File: src/rtl/if_fetch_pkg.sv
// Shared types and constants for the paired instruction fetch stage.
// Holds the FSM state encoding, the pair PC step and the NOP word.
package if_fetch_pkg;

  typedef enum logic [1:0] {
    S_IDLE  = 2'd0,
    S_REQ   = 2'd1,
    S_HOLD  = 2'd2,
    S_FLUSH = 2'd3
  } state_t;

  localparam logic [31:0] PC_STEP  = 32'd8;
  localparam logic [31:0] NOP_WORD = 32'h0;

  function automatic logic [31:0] align_pc(
    input logic [31:0] a
  );
    return {a[31:2], 2'b00};
  endfunction

endpackage

File: src/rtl/if_fetch_perf.sv
// Saturating fetch performance counters (stall cycles, discarded pairs).
// Ports: clk, reset, i_stall, i_flush -> o_stall_cnt[31:0], o_flush_cnt[15:0].
module if_fetch_perf (
  input  logic        clk,
  input  logic        reset,
  input  logic        i_stall,
  input  logic        i_flush,
  output logic [31:0] o_stall_cnt,
  output logic [15:0] o_flush_cnt
);

  logic [31:0] r_stall;
  logic [15:0] r_flush;

  always_ff @(posedge clk) begin
    if (reset) begin
      r_stall <= '0;
      r_flush <= '0;
    end else begin
      if (i_stall && (r_stall != '1))
        r_stall <= r_stall + 32'd1;
      if (i_flush && (r_flush != '1))
        r_flush <= r_flush + 16'd1;
    end
  end

  assign o_stall_cnt = r_stall;
  assign o_flush_cnt = r_flush;

endmodule

File: src/rtl/if_fetch_pair.sv
// Paired instruction fetch: requests two words at pc, presents them to IF/ID.
// Ports: clk, reset, IF_ID_enable, redirect_valid/pc, imem_req/addr/ack/rdata_0/1,
// PC_4, Instrucction, PC_8, Instrucction_2, fetch_valid.
// Macro IF_FETCH_PERF_EN adds perf_stall_cnt / perf_flush_cnt outputs.
module if_fetch_pair
  import if_fetch_pkg::*;
#(
  parameter logic [31:0] RESET_PC     = 32'h0000_0000,
  parameter int          IMEM_TIMEOUT = 0
) (
  input  logic        clk,
  input  logic        reset,
  input  logic        IF_ID_enable,
  input  logic        redirect_valid,
  input  logic [31:0] redirect_pc,
  output logic        imem_req,
  output logic [31:0] imem_addr,
  input  logic        imem_ack,
  input  logic [31:0] imem_rdata_0,
  input  logic [31:0] imem_rdata_1,
  output logic [31:0] PC_4,
  output logic [31:0] Instrucction,
  output logic [31:0] PC_8,
  output logic [31:0] Instrucction_2,
`ifdef IF_FETCH_PERF_EN
  output logic [31:0] perf_stall_cnt,
  output logic [15:0] perf_flush_cnt,
`endif
  output logic        fetch_valid
);

  state_t      r_state;
  logic [31:0] r_pc;
  logic [31:0] r_addr;
  logic        r_req;
  logic        r_valid;
  logic [31:0] r_i0;
  logic [31:0] r_i1;
  logic [31:0] r_pc4;
  logic [31:0] r_pc8;

  logic [31:0] w_rpc;
  logic [31:0] w_pc_n;
  logic [31:0] w_pc_step;
  logic        w_unused;

  assign w_rpc     = align_pc(redirect_pc);
  assign w_pc_n    = redirect_valid ? w_rpc : r_pc;
  assign w_pc_step = r_pc + PC_STEP;
  assign w_unused  = ^{IMEM_TIMEOUT[0], redirect_pc[1:0]};

  always_ff @(posedge clk) begin
    if (reset) begin
      r_state <= S_IDLE;
      r_pc    <= RESET_PC;
      r_addr  <= '0;
      r_req   <= 1'b0;
      r_valid <= 1'b0;
      r_i0    <= NOP_WORD;
      r_i1    <= NOP_WORD;
      r_pc4   <= '0;
      r_pc8   <= '0;
    end else begin
      unique case (r_state)
        S_IDLE: begin
          r_pc    <= w_pc_n;
          r_addr  <= w_pc_n;
          r_req   <= 1'b1;
          r_state <= S_REQ;
        end
        S_REQ: begin
          if (redirect_valid) begin
            r_pc <= w_rpc;
            // Acked data belongs to the old path; reissue at once.
            if (imem_ack)
              r_addr <= w_rpc;
            else
              r_state <= S_FLUSH;
          end else if (imem_ack) begin
            r_i0    <= imem_rdata_0;
            r_i1    <= imem_rdata_1;
            r_pc4   <= r_pc + 32'd4;
            r_pc8   <= r_pc + 32'd8;
            r_valid <= 1'b1;
            r_req   <= 1'b0;
            r_state <= S_HOLD;
          end
        end
        S_HOLD: begin
          if (redirect_valid || !IF_ID_enable) begin
            r_valid <= 1'b0;
            r_i0    <= NOP_WORD;
            r_i1    <= NOP_WORD;
            r_pc4   <= '0;
            r_pc8   <= '0;
            r_pc    <= redirect_valid ? w_rpc : w_pc_step;
            r_addr  <= redirect_valid ? w_rpc : w_pc_step;
            r_req   <= 1'b1;
            r_state <= S_REQ;
          end
        end
        S_FLUSH: begin
          // Old request stays on the bus until its ack drains it.
          r_pc <= w_pc_n;
          if (imem_ack) begin
            r_addr  <= w_pc_n;
            r_state <= S_REQ;
          end
        end
        default: r_state <= S_IDLE;
      endcase
    end
  end

  assign imem_req       = r_req;
  assign imem_addr      = r_addr;
  assign fetch_valid    = r_valid;
  assign Instrucction   = r_i0;
  assign Instrucction_2 = r_i1;
  assign PC_4           = r_pc4;
  assign PC_8           = r_pc8;

`ifdef IF_FETCH_PERF_EN
  logic w_stall;
  logic w_flush;

  assign w_stall = (r_state == S_HOLD) && IF_ID_enable;
  assign w_flush = ((r_state == S_REQ) && redirect_valid && imem_ack)
                 || ((r_state == S_FLUSH) && imem_ack)
                 || ((r_state == S_HOLD) && redirect_valid);

  if_fetch_perf u_perf (
    .clk         (clk),
    .reset       (reset),
    .i_stall     (w_stall),
    .i_flush     (w_flush),
    .o_stall_cnt (perf_stall_cnt),
    .o_flush_cnt (perf_flush_cnt)
  );
`endif

endmodule
File: config.mk
export PLATFORM = sky130hd
export DESIGN_NAME = if_fetch_pair
export DESIGN_NICKNAME = d
export VERILOG_FILES = /design/src/rtl/if_fetch_pkg.sv /design/src/rtl/if_fetch_perf.sv /design/src/rtl/if_fetch_pair.sv
export SDC_FILE = /design/constraint.sdc
export NUM_CORES = 1
export LEC_CHECK = 0
export CORE_MARGIN = 2
export CORE_UTILIZATION = 49
export DETAILED_ROUTE_END_ITERATION = 8
export PLACE_DENSITY = 0.85
export SLEW_MARGIN = 20
export SYNTH_ARGS = -nofsm -noshare
export SYNTH_HDL_FRONTEND = slang
export SYNTH_SLANG_ARGS = --single-unit
File: constraint.sdc
create_clock -name clk -period 2.65 [get_ports clk]
set_input_delay 0.53 -clock clk [delete_from_list [all_inputs] [get_ports clk]]
set_output_delay 0.53 -clock clk [all_outputs]
set_load 0.01 [all_outputs]
==> out/qor.yml, run 1 <==
ys_top_cells_by_count: "dfxtp_1, nor2_1, a21oi_1"
layout.nets: 1539
setup_tns_ns: 0
n_fill_cell: 1575
vias: 10100
p_int_mw: 5.68
drt-total-wl_mm: 32.9
htreeDepth: 4
async_reset_ff_share_pct: 0
ys_top_cells_by_area: "dfxtp_1, a21oi_1, nor2_1"
slowest_stage: "or4_4"
clk_latency_ns: 0.44
core_area_um2: 19300
max_slew_margin_pct: 55.9
fin_crit_ns: 2.39
fin_area_um2: 13200
numPortBuffers: 260
fin_crit_sh_pct: 90.0
syn_nets: 1316
crit_type: "flip-flop to flip-flop"
path_max_fanout: 15
netSwitchingPower_mw: 2.77
post-cts-setup-buffer-count: 0
ctsResizeCount: 0
gp_congestion: 0.982
worstMarginPinSlew_ns: 0.661
path_cells: "ha_1, nand3_4, or4_4, buf_4, nor3_1, xnor2_1, o21ai_0"
overflow: 0
yosysSeqAreaShare_pct: 40.4
drv_slew: 0
yosys_warnings: 0
powerDensity_nw_per_um2: 641
synth_cell_types: 64
syn_area_um2: 9600
crit_path_end_kind: "flip-flop"
switching_share_pct: 32.8
max_freq_ghz: 0.419
clk_path_buf_depth: 2
yosysMostFrequentCell: "dfxtp_1"
drtIter0Drc: 1082
num_rows: 51
die_height_um: 144
cts-root-buf: "clkbuf_16"
cpPeakStageDelay_ns: 0.57
start_kind: "flip-flop"
setup_violations: 0
antenna_found_initial: 3
comb_power_share_pct: 28.6
maxCapViolations: 0
final_util_pct: 68.3
worstPathArrival_ns: 2.69
synth_flop_cell: "dfxtp_1"
grt_pass1_vias: 9535
crit_required_ns: 2.96
die_w_um: 144
hpwl_mm: 23.3
start_util_pct: 49.7
drtPass1Iterations: 6
drive_gt1_share_pct: 8.30
grt_usage_pct: 31.4
avgSynthCellArea_um2: 7.94
hold_violations: 0
vdd_drop_max_uv: 538
drcViolationCount: 0
clk_pin_slew_worst_paths_ns: 0.07
ys_ff_latch: 194
ioPinCount: 263
synth_top_cell_by_area: "dfxtp_1"
total_leakage_power_nw: 4.72
ant_nets: 0
synth-edff-count: 0
seqPwrFrac_pct: 40.4
p_clk_share_pct: 31.0
grt_max_degree: 135
die_area_um2: 20700
place_area_um2: 12600
area_growth_syn_to_layout_pct: 37.4
min_path_type: "flip-flop to flip-flop"
cts_tree: "built"
avgViaCountPerCell: 5.86
hold_ws_ns: 0.450
grt_pass1_wl_mm: 50.6
critPathBufInv: 1
power.total_mw: 8.46
wl_per_cell_um: 19.2
fin_skew_ns: 0.0146
status: "finished, final reports clean"
critical-path-top-delay-family: "simple AND/OR/NAND/NOR gates"
synth_top_area_share_pct: 40.4
grt_setup_unrepaired: "false"
hold_buffers: 0
clock_sinks: 194
numCtsBuffers: 17
synth_cells: 1210
layout make-up:
class / instances / area [µm²] / share of cell area (%)
Timing Repair Buffer: 328 / 3170 / 24.0
Antenna cell: 4 / 10.0 / 0.0758
Sequential cell: 194 / 3880 / 29.4
Inverter: 18 / 67.6 / 0.512
Tap cell: 265 / 332 / 2.51
Clock inverter: 14 / 144 / 1.09
Multi-Input combinational cell: 874 / 5150 / 39.0
Clock buffer: 18 / 439 / 3.33
sequential cells by signal, summed over array words and instances, names as in the netlist:
signal,count
Instrucction,32
Instrucction_2,32
PC_4,32
imem_addr,32
r_pc,32
PC_8,30
r_state,2
fetch_valid,1
imem_req,1
path summary, 6_finish.rpt:
path                 from           end  slack (ns)  cells after the start
max               r_pc[4]      PC_8[25]        0.26                      7
min reg2reg  imem_addr[1]  imem_addr[1]        0.45                      2
min          imem_addr[1]  imem_addr[1]        0.45                      2
max reg2reg       r_pc[4]      PC_8[25]        0.26                      7
routing by layer:
metal,GRT usage [%],vias to the layer above,part of all wire (%)
li1,-,4713,-
met1,38.2,4655,39
met2,50.2,578,46
met3,9.83,109,11
met4,15.9,0,4.3
met5,0,-,0
metrics by stage:
| stage | instances | worst slack (ns) |
|---|---|---|
| global placement | 1679 | 0.195 |
| floorplan | 1210 | 0.220 |
| finish | 1715 | 0.264 |
| detailed placement | 1679 | 0.148 |
| global route | 1714 | 0.159 |
| CTS | 1711 | 0.292 |
placed cells by master (no fill, tap or decap), drive strengths merged, types with 13 or more instances in the layout:
master	n
nand4	17
nor2	155
a221oi	15
clkdlybuf4s50	258
a211oi	16
nor3b	69
nor4	14
buf	70
xnor2	40
nand2b	13
clkbuf	18
a21oi	128
nor3	32
xor2	23
inv	24
nand2	93
dfxtp	194
a22oi	18
nand3	31
o21ai	79
cells by family (layout without fill, tap and decap cells):
family          count (synthesis)  count (layout)  synth area share (%)
fa+ha+maj                       5               5                 0.651
mux                            13              13                  1.41
compound gates                330             330                  21.2
buf+inv                       142             378                  6.17
flops                         194             194                  40.4
other cells                     0               4                     0
xor+xnor                       63              63                  5.75
simple gates                  463             463                  24.4
worst register-to-register path: stages (launching register included):
cell and delay (ns):
dfxtp_1 0.35, ha_1 0.35, nand3_4 0.11, or4_4 0.57, buf_4 0.21, nor3_1 0.30
xnor2_1 0.23, o21ai_0 0.14
power by group through the flow:
stage	logic [mW]	clock network, mW	registers (mW)
final	2.42	2.62	3.42
after global routing	2.62	2.78	3.45
after CTS	2.40	2.63	3.42
after detailed placement	2.38	0	3.48
after global placement	2.34	0	3.47
after floorplan	1.16	0	3.54
(Power assumes the default switching activity.)
==> run 2, diff against run 1 <==
Settings changed: CAP_MARGIN from default to 15, CTS_CLUSTER_SIZE from default to 10.
==> results of run 2 <==
The final DEF is identical to that of run 1; final timing and power are the same.
